<file path="config.mk">
export PLATFORM = sky130hd
export DESIGN_NAME = instruction_fetch
export DESIGN_NICKNAME = d
export VERILOG_FILES = /design/src/rtl/mips_pkg.sv /design/src/rtl/branch_target_calc.sv /design/src/rtl/instruction_fetch.sv
export SDC_FILE = /design/constraint.sdc
export NUM_CORES = 1
export LEC_CHECK = 0
export BUFFER_PORTS_ARGS = -buffer_cell sky130_fd_sc_hd__buf_2
export CAP_MARGIN = 20
export CELL_PAD_IN_SITES_DETAIL_PLACEMENT = 0
export CELL_PAD_IN_SITES_GLOBAL_PLACEMENT = 1
export CORE_UTILIZATION = 41
export CTS_BUF_LIST = sky130_fd_sc_hd__clkbuf_16
export CTS_CLUSTER_DIAMETER = 200
export DETAILED_ROUTE_END_ITERATION = 12
export PLACE_DENSITY_LB_ADDON = 0.1
export SKIP_CTS_REPAIR_TIMING = 1
export SLEW_MARGIN = 40
export SYNTH_ARGS = -nofsm -noshare
export SYNTH_HDL_FRONTEND = slang
export SYNTH_SLANG_ARGS = --single-unit
</file>
<file path="constraint.sdc">
create_clock -name clk -period 6.9 [get_ports clk]
set_clock_uncertainty 0.05 [all_clocks]
set_input_delay 0 -clock clk [delete_from_list [all_inputs] [get_ports clk]]
set_output_delay 0 -clock clk [all_outputs]
set_load 0.02 [all_outputs]
</file>
<file path="src/rtl/mips_pkg.sv">
// Shared definitions for the MIPS front end: fetch FSM encoding, reset
// address default and the instruction field layout used by target math.
package mips_pkg;

    // Fetch sequencer states. At most one memory request is ever in flight.
    //   ST_IDLE  : single settling cycle after reset release
    //   ST_FETCH : request on the bus (imem_req=1, imem_addr=pc)
    //   ST_WAIT  : waiting for the response to the live request
    //   ST_HOLD  : instruction presented downstream (inst_valid=1)
    //   ST_DROP  : a redirect orphaned the live request; swallow its response
    typedef enum logic [2:0] {
        ST_IDLE  = 3'd0,
        ST_FETCH = 3'd1,
        ST_WAIT  = 3'd2,
        ST_HOLD  = 3'd3,
        ST_DROP  = 3'd4
    } fetch_state_e;

    // First fetch address after reset unless the instance overrides it.
    localparam logic [31:0] DEFAULT_RESET_PC = 32'h0000_0000;

    // Sequential instruction stride in bytes.
    localparam logic [31:0] INST_BYTES = 32'd4;

    // J-type opcode.
    localparam logic [5:0] OPCODE_J = 6'b000010;

    // Instruction field positions.
    localparam int OPCODE_MSB = 31;
    localparam int OPCODE_LSB = 26;
    localparam int TARGET_MSB = 25;
    localparam int TARGET_LSB = 0;
    localparam int IMM_MSB    = 15;
    localparam int IMM_LSB    = 0;

    // Extract the primary opcode of an instruction word.
    function automatic logic [5:0] opcode_of(input logic [31:0] word);
        return word[OPCODE_MSB:OPCODE_LSB];
    endfunction

endpackage

</file>
<file path="src/rtl/branch_target_calc.sv">
// Combinational redirect logic: decides whether the resolving control-flow
// instruction is taken and computes where fetch must go next.
module branch_target_calc
    import mips_pkg::*;
(
    input  logic        resolve_valid,
    input  logic [31:0] resolve_pc,
    input  logic [31:0] resolve_inst,
    input  logic        branch_eq,
    input  logic        branch_neq,
    input  logic        jump,
    input  logic        zero,
    output logic        taken,
    output logic [31:0] target
);

    logic [31:0] pc_plus4;
    logic [31:0] imm_ext;
    logic [31:0] jump_target;
    logic [31:0] branch_target;

    // The decoder's Jump flag is authoritative; the raw opcode is not
    // re-decoded here, so its bits are only folded into a sink.
    logic unused_opcode;
    assign unused_opcode = (opcode_of(resolve_inst) == OPCODE_J);

    // Target arithmetic and the taken decision; jump outranks any branch.
    always_comb begin
        pc_plus4      = resolve_pc + INST_BYTES;
        imm_ext       = {{16{resolve_inst[IMM_MSB]}}, resolve_inst[IMM_MSB:IMM_LSB]};
        jump_target   = {pc_plus4[31:28], resolve_inst[TARGET_MSB:TARGET_LSB], 2'b00};
        branch_target = pc_plus4 + (imm_ext << 2);
        taken         = resolve_valid &
                        (jump | (branch_eq & zero) | (branch_neq & ~zero));
        target        = jump ? jump_target : branch_target;
    end

endmodule

</file>
<file path="src/rtl/instruction_fetch.sv">
// Instruction fetch unit: walks the PC through a single-outstanding-request
// memory port, presents each word downstream, and redirects on taken
// branches/jumps, discarding any response that belongs to the old path.
//
// Downstream handshake: inst/inst_pc are live while inst_valid=1 and stay
// stable until the cycle where inst_valid & inst_ready are both high at a
// rising clk edge; that edge transfers the instruction. A taken redirect in
// the same cycle wins, and the instruction is discarded instead.
module instruction_fetch
    import mips_pkg::*;
#(
    parameter logic [31:0] RESET_PC = DEFAULT_RESET_PC
) (
    input  logic         clk,
    input  logic         rst,
    output logic         imem_req,
    output logic [31:0]  imem_addr,
    input  logic         imem_valid,
    input  logic [31:0]  imem_rdata,
    output logic [31:0]  inst,
    output logic [31:0]  inst_pc,
    output logic         inst_valid,
    input  logic         inst_ready,
    input  logic         resolve_valid,
    input  logic [31:0]  resolve_pc,
    input  logic [31:0]  resolve_inst,
    input  logic         BranchEq,
    input  logic         BranchNeq,
    input  logic         Jump,
    input  logic         Zero,
    output fetch_state_e state
);

    fetch_state_e state_q;
    fetch_state_e state_d;
    logic [31:0]  pc_q;
    logic [31:0]  pc_d;
    logic [31:0]  inst_d;
    logic [31:0]  inst_pc_d;
    logic         taken;
    logic [31:0]  target;

    branch_target_calc u_target (
        .resolve_valid (resolve_valid),
        .resolve_pc    (resolve_pc),
        .resolve_inst  (resolve_inst),
        .branch_eq     (BranchEq),
        .branch_neq    (BranchNeq),
        .jump          (Jump),
        .zero          (Zero),
        .taken         (taken),
        .target        (target)
    );

    assign state = state_q;

    // State, PC and the presented instruction register.
    always_ff @(posedge clk or posedge rst) begin
        if (rst) begin
            state_q <= ST_IDLE;
            pc_q    <= RESET_PC;
            inst    <= 32'h0;
            inst_pc <= 32'h0;
        end else begin
            state_q <= state_d;
            pc_q    <= pc_d;
            inst    <= inst_d;
            inst_pc <= inst_pc_d;
        end
    end

    // Next-state logic; a taken redirect overrides capture, handshake and issue.
    always_comb begin
        state_d   = state_q;
        pc_d      = pc_q;
        inst_d    = inst;
        inst_pc_d = inst_pc;
        case (state_q)
            ST_IDLE: begin
                // Any response still arriving from before reset is ignored.
                state_d = ST_FETCH;
            end
            ST_FETCH: begin
                if (taken) begin
                    // The request is already on the bus; its answer is stale.
                    pc_d    = target;
                    state_d = ST_DROP;
                end else begin
                    state_d = ST_WAIT;
                end
            end
            ST_WAIT: begin
                if (taken) begin
                    pc_d    = target;
                    state_d = imem_valid ? ST_FETCH : ST_DROP;
                end else if (imem_valid) begin
                    inst_d    = imem_rdata;
                    inst_pc_d = pc_q;
                    pc_d      = pc_q + INST_BYTES;
                    state_d   = ST_HOLD;
                end
            end
            ST_HOLD: begin
                if (taken) begin
                    pc_d    = target;
                    state_d = ST_FETCH;
                end else if (inst_ready) begin
                    state_d = ST_FETCH;
                end
            end
            ST_DROP: begin
                // A further redirect only retargets; still owe one response.
                if (taken) begin
                    pc_d = target;
                end
                if (imem_valid) begin
                    state_d = ST_FETCH;
                end
            end
            default: begin
                state_d = ST_IDLE;
            end
        endcase
    end

    // Outputs decoded purely from state so they are glitch-free per cycle.
    always_comb begin
        imem_req   = 1'b0;
        imem_addr  = 32'h0;
        inst_valid = 1'b0;
        if (state_q == ST_FETCH) begin
            imem_req  = 1'b1;
            imem_addr = pc_q;
        end
        if (state_q == ST_HOLD) begin
            inst_valid = 1'b1;
        end
    end

endmodule

</file>
==> metrics.txt, run 1 <==
run status finished with violations; violations in the final reports negative hold slack; cell occurring most often along the worst timing path sky130_fd_sc_hd__a21o_1; Setup crit end kind flop; PwrDens 378 nW/um^2; WS Path Type primary input to flop; unrepaired setup endpoints after global routing no; final WL 20200 microns; length in cells of the worst reg-to-reg path 9; overall routing resource usage 22.7%; Cells on Worst Hold Path 3; Clock transition at path regs 0.07 ns; placeable core region 16600 sq um; Worst path slowest cell sky130_fd_sc_hd__nor4_1; complex-gate fraction of the synthesized area 18.1%; H-tree depth 3; post-synthesis cell count 898; number of setup violations in the final report 0; start point of the worst hold path resolve_inst[18]; Clk Tree Root Cell sky130_fd_sc_hd__clkbuf_16; worst setup slack for register-to-register paths 4.11 ns; TritonCTS clock tree yes; adder-cell share of the synthesized area 6.69%; register area share after synthesis 35.2%; top-level port count 206; post-route non-filler standard cell count 1346; number of standard-cell rows in the floorplan 47; post-synthesis cell type count 65; vias after detailed routing 6863; static leakage power 4.50 nW; total CTS buffers 9; proportion of power drawn by combinational gates 53.3%; number of global-route vias before repair 6167; kind of launch point of the worst setup path primary input; share of cells above drive strength 1 21.8%; router iterations before antenna repair 5; die boundary height 133 microns; Iteration-0 DRC Markers 400; worst max-slew margin expressed relative to the limit 49.3%; quantity of I/O buffers inserted on ports 199; Crit Path Max Fanout 6; final hold slack -0.0497 ns; Post-DP Area 8260 sq um; achievable clock frequency 319 MHz; class of the most critical hold timing path primary input to flop; average vias per placed instance 5.10; worst ir drop on vdd 0.155 mV; main flop type after synthesis sky130_fd_sc_hd__dfrtp_1; antenna violations before repair 0; largest incremental delay on the critical path 0.58 ns; R2R Path End pc_q[24]$_DFFE_PP0P_; maximum number of buffers from clock root to sink 2; count of unresolved DRC violations after routing 0; effective utilization at floorplan 42.2%; maximum number of pins on one net before global-route repair 67; Flop pwr share 32.5%; die span in x 133 microns; fraction of synthesized cell area in xor and xnor cells 6.60%; RD Place Congestion 0.835; clock network fraction of design power 14.2%; cell family with the largest share of critical-path delay compound AO/OA/AOI/OAI gates; flop and latch count out of synthesis 99; count of synthesis-stage warnings from yosys 0; library cell with the highest instance count after synthesis sky130_fd_sc_hd__nand2_1; combinational family with the most area after synthesis simple AND/OR/NAND/NOR gates; post-synthesis instance area 7030 sq um; count of flip-flops with a built-in enable after synthesis 0; Tcrit/Tclk final 45.5%; final-report hold violation count 5; insertion delay to the later sink of the worst-skew pair 0.35 ns; final antenna-violating net count 0; wire length of the first global-routing pass 32100 microns; slew at the pin closest to its max-slew limit 0.758 ns; HPWL after detailed placement 15000 microns; share of synthesized area spent on multiplexers 1.32%; area fraction of the dominant cell type after synthesis 35.2%; full die area 17700 sq um; Hold Path End pc_q[20]$_DFFE_PP0P_; area delta synth->final 27.4%; number of nets at the end of the flow 1263; Req. time, crit path 7.05 ns; post-synthesis average cell area 7.83 sq um; buffers and inverters on the worst path 1; total clock sinks 99; number of placed instances with taps included 1288; total of max-cap violations 0; fin area 8960 sq um; Post-Synth Simple-Gate Area 28.8%; Design Power 3.38 mW; fraction of power spent switching nets 48.3%; number of inserted diodes 0; Post-Syn Nets 1040; beginning of the worst register-to-register path state[1]$_DFFE_PP0P_; ranking of synthesized cells by instance count sky130_fd_sc_hd__nand2_1 (253), sky130_fd_sc_hd__dfrtp_1 (99), sky130_fd_sc_hd__a21oi_1 (68); clock period minus worst slack 3.14 ns; sum of overflow across all layers after global routing 0; dominant cells by area after synthesis sky130_fd_sc_hd__dfrtp_1 (35%), sky130_fd_sc_hd__nand2_1 (14%), sky130_fd_sc_hd__ha_1 (6.4%), sky130_fd_sc_hd__a21oi_1 (4.8%), sky130_fd_sc_hd__xnor2_1 (4.0%); Power Internal 1.75 mW; share of synthesized registers carrying an async set or reset 100%; net switching power 1.63 mW; final max-slew violation count 0; Total Negative Setup Slacks 0 ns; biggest area consumer among synthesized cells sky130_fd_sc_hd__dfrtp_1; DR WL/cell 15.0 microns; arrival time reported for the critical path endpoint 3.29 ns; critical path, cell by cell buf_2 -> and3_1 -> nand4_1 -> nor4_1 -> nand2_1 -> xnor2_1 -> ha_1 -> a21oi_1 -> o21ai_0 -> a21o_1 -> a21o_1 -> a311o_1 -> a21oi_2 -> xor2_1 -> a211oi_2
flip-flops by register name, indices dropped and copies added (netlist names):
name and flops:
inst 32, state 3, pc_q 32, inst_pc 32
metal layers:
layer	up-vias	share of wire, %	GRT usage [%]	routed length, microns
met5	-	0	0	0
met4	0	0.78	5.11	158
met3	12	5.2	2.87	1040
met2	220	43	34.6	8740
li1	3557	-	-	-
met1	3074	51	34.0	10300
worst max-delay path by stage:
stage,end,cells after the start,slack [ns],startpoint
after detailed placement,pc_q[28]$_DFFE_PP0P_,16,3.40,resolve_pc[4]
after CTS,pc_q[28]$_DFFE_PP0P_,16,3.75,resolve_pc[4]
after floorplan,pc_q[28]$_DFFE_PP0P_,15,4.01,resolve_pc[5]
after global placement,pc_q[29]$_DFFE_PP0P_,15,3.41,resolve_pc[4]
final,pc_q[29]$_DFFE_PP0P_,15,3.76,resolve_pc[4]
after global routing,pc_q[28]$_DFFE_PP0P_,16,3.54,resolve_pc[4]
area by class of cell:
cell class	count	area [sq um]
fillers	1633	7680
repair buffers	251	1530
clock inverters	7	51.3
inverters	16	62.6
multi-input cells	744	4340
clock buffers	9	225
flip-flops and latches	99	2480
well taps	220	275
cells in the final DEF (no fill, tap or decap), types with 5 or more instances in the layout:
| cell type | count |
|---|---|
| sky130_fd_sc_hd__o22a_1 | 5 |
| sky130_fd_sc_hd__inv_1 | 15 |
| sky130_fd_sc_hd__and3_1 | 18 |
| sky130_fd_sc_hd__and2_1 | 34 |
| sky130_fd_sc_hd__and4_1 | 6 |
| sky130_fd_sc_hd__dlygate4sd3_1 | 42 |
| sky130_fd_sc_hd__ha_1 | 36 |
| sky130_fd_sc_hd__o22ai_1 | 7 |
| sky130_fd_sc_hd__buf_4 | 9 |
| sky130_fd_sc_hd__dfrtp_1 | 99 |
| sky130_fd_sc_hd__a211oi_1 | 8 |
| sky130_fd_sc_hd__a31oi_1 | 9 |
| sky130_fd_sc_hd__nor3_1 | 10 |
| sky130_fd_sc_hd__nand3_1 | 32 |
| sky130_fd_sc_hd__xor2_1 | 21 |
| sky130_fd_sc_hd__nor2_1 | 51 |
| sky130_fd_sc_hd__mux2i_1 | 7 |
| sky130_fd_sc_hd__nand2_1 | 252 |
| sky130_fd_sc_hd__buf_2 | 198 |
| sky130_fd_sc_hd__nor2b_1 | 7 |
| sky130_fd_sc_hd__clkbuf_16 | 9 |
| sky130_fd_sc_hd__a21oi_1 | 68 |
| sky130_fd_sc_hd__o21ai_0 | 40 |
| sky130_fd_sc_hd__a21o_1 | 15 |
| sky130_fd_sc_hd__xnor2_1 | 32 |
| sky130_fd_sc_hd__nand4_1 | 16 |
per-stage QoR:
| stage | hold slack [ns] | utilization [%] | setup WS [ns] |
|---|---|---|---|
| floorplan | 0.0432 | - | 4.01 |
| global placement | 0.0133 | 49.3 | 3.41 |
| detailed placement | 0.0123 | 49.6 | 3.40 |
| CTS | -0.366 | 51.3 | 3.75 |
| global route | 0.00656 | 53.8 | 3.54 |
| finish | -0.0497 | 53.8 | 3.76 |
cells by family after synthesis:
kind of cell             after synthesis
AND/OR/NAND/NOR                      447
XOR/XNOR                              53
adder cells (fa/ha/maj)               37
flip-flops                            99
multiplexers                           9
buffers and inverters                 55
AO/OA/AOI/OAI                        198
worst reg2reg max path, stage by stage (launching register included):
cell	delay (ns)
sky130_fd_sc_hd__dfrtp_1	0.48
sky130_fd_sc_hd__inv_1	0.17
sky130_fd_sc_hd__nand2_1	0.07
sky130_fd_sc_hd__o22ai_1	0.21
sky130_fd_sc_hd__nand2_1	0.08
sky130_fd_sc_hd__o21ai_1	0.08
sky130_fd_sc_hd__buf_4	0.29
sky130_fd_sc_hd__nand2_1	0.33
sky130_fd_sc_hd__nor2_1	0.68
sky130_fd_sc_hd__a21oi_1	0.19
power by group through the flow:
| stage | logic, mW | clock network (mW) | registers, mW |
|---|---|---|---|
| finish | 1.80 | 0.479 | 1.10 |
| global route | 1.99 | 0.517 | 1.14 |
| CTS | 1.79 | 0.492 | 1.10 |
| detailed placement | 1.79 | 0 | 1.11 |
| global placement | 1.76 | 0 | 1.10 |
| floorplan | 1.02 | 0 | 1.25 |
Power figures use the tool's default switching activity.
==> run 2: changes to the inputs <==
- CORE_UTILIZATION: 41 -> 38
- clock period: 6.9 -> 3.18 ns (I/O delays scaled with it)
==> run 2 against run 1 <==
The flow still finishes with violations (negative hold slack). Global-route usage shrank 0.99 points. First-iteration DRC count fell by 17%. Worst hold slack improved by 0.011 ns. Sequential power grew 120%. Power is 120% higher. Sequential share of layout area decreased by 1.1 points. Combinational power is 120% higher. Critical endpoint unchanged. Largest cell class unchanged. Largest power group unchanged.
==> metrics.txt, run 2 (synthesis results as in run 1) <==
post-route non-filler standard cell count 1402 (+4.2%); total CTS buffers 9 (unchanged); insertion delay to the later sink of the worst-skew pair 0.34 ns (about the same); wire length of the first global-routing pass 33700 microns (+5.0%); H-tree depth 3 (unchanged); count of unresolved DRC violations after routing 0 (unchanged); TritonCTS clock tree yes; vias after detailed routing 7058 (+2.8%); die boundary height 138 microns (+3.8%); Post-DP Area 8590 sq um (+4.0%); router iterations before antenna repair 6 (+1); cell occurring most often along the worst timing path sky130_fd_sc_hd__a21o_1; static leakage power 4.74 nW (+5.3%); Req. time, crit path 3.33 ns (-3.72 ns); Tcrit/Tclk final 88.7%; number of setup violations in the final report 0 (unchanged); maximum number of pins on one net before global-route repair 84 (+25%); number of nets at the end of the flow 1310 (+3.7%); Final Util 51.7% (-2.1 points); most common cell after layout, fill and taps aside sky130_fd_sc_hd__nand2_1; achievable clock frequency 355 MHz; kind of launch point of the worst setup path primary input; antenna violations before repair 0 (unchanged); maximum number of buffers from clock root to sink 2 (unchanged); total of max-cap violations 0 (unchanged); Crit Path Max Fanout 4 (-2); violations in the final reports negative hold slack; buffers and inverters on the worst path 2 (+1); cell family with the largest share of critical-path delay compound AO/OA/AOI/OAI gates; class of the most critical hold timing path primary input to flop; placeable core region 18000 sq um (+8.3%); WS Path Type primary input to flop; final-report hold violation count 4 (-1); Setup crit end kind flop; slack of the critical path 0.360 ns (-3.40 ns); worst slack at placement -0.0190 ns (-3.42 ns); unrepaired setup endpoints after global routing no; Worst path slowest cell sky130_fd_sc_hd__a311o_1; number of global-route vias before repair 6612 (+7.2%); effective utilization at floorplan 39.0% (-3.2 points); final antenna-violating net count 0 (unchanged); slew at the pin closest to its max-slew limit 0.794 ns (+0.0360 ns); die span in x 138 microns (+3.8%); final WL 20900 microns (+3.3%); Clk Tree Root Cell sky130_fd_sc_hd__clkbuf_16; DR WL/cell 14.9 microns (-0.87%); Iteration-0 DRC Markers 333 (-17%); fin area 9330 sq um (+4.1%); largest incremental delay on the critical path 0.36 ns (-0.22 ns); quantity of I/O buffers inserted on ports 199 (unchanged); total clock sinks 99 (unchanged); number of placed instances with taps included 1343 (+4.3%); number of standard-cell rows in the floorplan 49 (+4.3%); Total Negative Setup Slacks 0 ns (unchanged); arrival time reported for the critical path endpoint 2.97 ns (-0.32 ns); worst ir drop on vdd 0.483 mV (+210%); RD Place Congestion 0.857 (+2.7%); final max-slew violation count 0 (unchanged); HPWL after detailed placement 15700 microns (+4.5%); Clock transition at path regs 0.07 ns (about the same); top-level port count 206 (unchanged); run status finished with violations; PwrDens 802 nW/um^2 (+110%); share of cells above drive strength 1 24.9% (+3.0 points); highest-count cells in the layout ignoring fill and taps sky130_fd_sc_hd__nand2_1 (252), sky130_fd_sc_hd__buf_2 (199), sky130_fd_sc_hd__dfrtp_1 (99); number of inserted diodes 0 (unchanged); Design Power 7.48 mW (+120%); sum of overflow across all layers after global routing 0 (unchanged); full die area 19000 sq um (+7.8%); biggest registers after layout inst x32, inst_pc x32, pc_q x32; overall routing resource usage 21.7% (-0.99 points); final hold slack -0.0389 ns (+0.0108 ns); area delta synth->final 32.7%; critical path, cell by cell buf_2 -> and3_1 -> nand4_1 -> nor4_1 -> buf_4 -> nand2_1 -> xnor2_1 -> ha_1 -> a21oi_1 -> o21ai_0 -> a21o_1 -> a21o_1 -> a311o_1 -> a21oi_2 -> xor2_1 -> a211oi_2; worst max-slew margin expressed relative to the limit 46.9% (-2.4 points); clock period minus worst slack 2.82 ns; average vias per placed instance 5.03 (-1.3%); Filler Cell Count 1798 (+10%)
==> run 2: power breakdown <==
part	total, mW	switching, mW	internal (mW)	leakage [nW]
clock	1.11	0.496	0.617	0.146
combinational	3.98	2.51	1.47	3.38
sequential	2.39	0.537	1.85	1.21
total	7.48	3.54	3.94	4.74
==> run 2: layout make-up <==
cell class / count / area (sq um) / share of cell area (%)
Clock buffer: 9 / 225 / 2.41
Inverter: 16 / 67.6 / 0.724
Sequential cell: 99 / 2480 / 26.6
Multi-Input combinational cell: 744 / 4340 / 46.5
Timing Repair Buffer: 298 / 1860 / 19.9
Clock inverter: 7 / 75.1 / 0.805
Tap cell: 229 / 287 / 3.07
==> run 2: worst reg2reg max path, cell delays in order, from the launching register on <==
cell and delay [ns]:
sky130_fd_sc_hd__dfrtp_1 0.47, sky130_fd_sc_hd__ha_1 0.22, sky130_fd_sc_hd__and3_1 0.24, sky130_fd_sc_hd__and3_1 0.26, sky130_fd_sc_hd__nand4_1 0.22, sky130_fd_sc_hd__nor2_1 0.25
sky130_fd_sc_hd__nand3_1 0.15, sky130_fd_sc_hd__o32ai_1 0.31, sky130_fd_sc_hd__a21o_1 0.11, sky130_fd_sc_hd__a21oi_1 0.03
==> run 2: routing by layer <==
| layer | part of all wire [%] | GRT usage, % | vias up |
|---|---|---|---|
| li1 | - | - | 3662 |
| met1 | 50 | 31.7 | 3174 |
| met2 | 43 | 33.4 | 209 |
| met3 | 5.5 | 2.98 | 13 |
| met4 | 1.1 | 6.07 | 0 |
| met5 | 0 | 0 | - |
==> run 2: worst paths after layout <==
path,from,endpoint,slack (ns),cells after the start
max in group asynchronous,rst,inst_pc[16]$_DFFE_PP0P_,2.16,4
min in group asynchronous,rst,inst_pc[27]$_DFFE_PP0P_,0.22,3
hold / removal,resolve_inst[23],pc_q[25]$_DFFE_PP0P_,-0.04,4
setup / recovery,resolve_pc[5],pc_q[29]$_DFFE_PP0P_,0.36,16
hold reg to reg,inst_pc[6]$_DFFE_PP0P_,inst_pc[6]$_DFFE_PP0P_,0.42,2
setup reg to reg,pc_q[2]$_DFFE_PP0P_,pc_q[28]$_DFFE_PP0P_,0.72,9
==> run 3: changes to the inputs <==
- clock period: 3.18 -> 3.05 ns (I/O delays scaled with it)
==> run 3 against run 2 <==
The flow still finishes with violations (negative hold slack). Final area grew 1.8%. Worst hold slack gained 0.00095 ns. Register-to-register slack lost 0.18 ns. Core utilization grew 0.92 points. Count of clock-buffer cells in the layout is the same.
==> metrics.txt, run 3 (synthesis results as in run 1) <==
achievable clock frequency 351 MHz; maximum number of pins on one net before global-route repair 57 (-32%); vias after detailed routing 7118 (+0.85%); final antenna-violating net count 0 (unchanged); static leakage power 4.83 nW (+1.9%); top-level port count 206 (unchanged); final max-slew violation count 0 (unchanged); Iteration-0 DRC Markers 375 (+13%); most common cell after layout, fill and taps aside sky130_fd_sc_hd__nand2_1; total clock sinks 99 (unchanged); count of unresolved DRC violations after routing 0 (unchanged); DR WL/cell 14.8 microns (-0.19%); run status finished with violations; placeable core region 18000 sq um (unchanged); highest-count cells in the layout ignoring fill and taps sky130_fd_sc_hd__nand2_1 (252), sky130_fd_sc_hd__buf_2 (199), sky130_fd_sc_hd__dfrtp_1 (99); antenna violations before repair 0 (unchanged); Cells on Worst Hold Path 3 (-1); overall routing resource usage 21.5% (-0.26 points); clock period minus worst slack 2.85 ns; HPWL after detailed placement 15700 microns (-0.11%); biggest registers after layout inst x32, inst_pc x32, pc_q x32; slew at the pin closest to its max-slew limit 0.560 ns (-0.234 ns); R2R Path End pc_q[28]$_DFFE_PP0P_; worst ir drop on vdd 0.527 mV (+9.0%); unrepaired setup endpoints after global routing no; violations in the final reports negative hold slack; number of inserted diodes 0 (unchanged); slack of the critical path 0.203 ns (-0.157 ns); sum of overflow across all layers after global routing 0 (unchanged); Post-DP Area 8710 sq um (+1.3%); Clock transition at path regs 0.07 ns (about the same); TritonCTS clock tree yes; worst setup path startpoint resolve_inst[0]; largest incremental delay on the critical path 0.53 ns (+0.17 ns); Crit Path Max Fanout 3 (-1); Total Negative Setup Slacks 0 ns (unchanged); average vias per placed instance 5.02 (-0.29%); Setup crit end kind flop; Hold Path End pc_q[26]$_DFFE_PP0P_; number of setup violations in the final report 0 (unchanged); Req. time, crit path 3.28 ns (-0.05 ns); share of cells above drive strength 1 26.2% (+1.3 points); total CTS buffers 9 (unchanged); Worst path slowest cell sky130_fd_sc_hd__dlygate4sd3_1; maximum number of buffers from clock root to sink 2 (unchanged); quantity of I/O buffers inserted on ports 199 (unchanged); start point of the worst hold path resolve_inst[24]; cell family with the largest share of critical-path delay compound AO/OA/AOI/OAI gates; RD Place Congestion 0.858 (about the same); effective utilization at floorplan 39.0% (unchanged); router iterations before antenna repair 4 (-2); total stage count of the critical path 13 (-3); cell occurring most often along the worst timing path sky130_fd_sc_hd__a21oi_1; die span in x 138 microns (unchanged); wire length of the first global-routing pass 33600 microns (-0.47%); critical path, cell by cell dlygate4sd3_1 -> buf_2 -> ha_1 -> fa_1 -> a21oi_1 -> o21ai_0 -> a22o_1 -> o21ai_2 -> o21ai_1 -> a211o_1 -> nand4_1 -> mux2_2 -> a21oi_1; Clk Tree Root Cell sky130_fd_sc_hd__clkbuf_16; length in cells of the worst reg-to-reg path 9 (unchanged); worst slack at placement -0.0866 ns (-0.0677 ns); post-route non-filler standard cell count 1418 (+1.1%); final-report hold violation count 1 (-3); number of nets at the end of the flow 1326 (+1.2%); buffers and inverters on the worst path 2 (unchanged); final hold slack -0.0379 ns (+0.000949 ns); insertion delay to the later sink of the worst-skew pair 0.35 ns (about the same); kind of launch point of the worst setup path primary input; beginning of the worst register-to-register path pc_q[2]$_DFFE_PP0P_; final WL 21000 microns (+0.95%); class of the most critical hold timing path primary input to flop; number of standard-cell rows in the floorplan 49 (unchanged); worst setup slack for register-to-register paths 0.54 ns (-0.18 ns); full die area 19000 sq um (unchanged); total of max-cap violations 0 (unchanged); Tcrit/Tclk final 93.3%; number of placed instances with taps included 1356 (+0.97%); WS Path Type primary input to flop; PwrDens 829 nW/um^2 (+3.3%); die boundary height 138 microns (unchanged); worst max-slew margin expressed relative to the limit 62.6% (+16 points); H-tree depth 3 (unchanged); Design Power 7.87 mW (+5.1%); area delta synth->final 35.0%; number of global-route vias before repair 6498 (-1.7%); arrival time reported for the critical path endpoint 3.07 ns (+0.10 ns); fin area 9490 sq um (+1.8%)
-- run 3: metrics by stage --
step	utilization, %	hold WS (ns)
after floorplan	-	0.0432
after global placement	48.3	0.132
after detailed placement	48.3	0.140
after CTS	50.0	-0.238
after global routing	52.7	0.00300
final	52.7	-0.0379
-- run 3: metal layers --
metal | track usage (%) | vias up | part of all wire [%]
met1 | 32.2 | 3216 | 51
met5 | 0 | - | 0
met3 | 2.84 | 7 | 4.5
met2 | 33.1 | 197 | 44
met4 | 3.82 | 0 | 0.57
li1 | - | 3698 | -
-- run 3: area by class of cell --
cell class / count / area [sq um]
clock inverter: 7 / 82.6
timing repair buffer: 314 / 2010
fill: 1787 / 8530
clock buffer: 9 / 225
tap: 229 / 287
sequential: 99 / 2480
multi-input combinational: 744 / 4350
inverter: 16 / 62.6
-- run 3: worst reg2reg max path, delay by kind of cell (launching register included) --
| kind | cells | cell delay (ns) |
|---|---|---|
| and+or+nand+nor | 5 | 1.09 |
| AOI/OAI and AO/OA | 3 | 0.54 |
| DFF | 1 | 0.47 |
| adders and majority gates | 1 | 0.23 |
-- run 3: worst max path at each step --
stage | endpoint | slack, ns
6_report | pc_q[28]$_DFFE_PP0P_ | 0.20
5_1_grt | pc_q[28]$_DFFE_PP0P_ | 0.01
4_1_cts | pc_q[29]$_DFFE_PP0P_ | 0.27
3_5_place_dp | pc_q[29]$_DFFE_PP0P_ | -0.09
3_3_place_gp | pc_q[29]$_DFFE_PP0P_ | -0.08
2_1_floorplan | pc_q[28]$_DFFE_PP0P_ | 0.16
-- run 3: report_power, final --
group          leakage, nW  total, mW  internal, mW  switching, mW
Combinational         3.48       4.18          1.56           2.62
Sequential            1.21       2.50          1.93          0.564
Clock                0.145       1.19         0.650          0.542
Total                 4.83       7.87          4.14           3.72
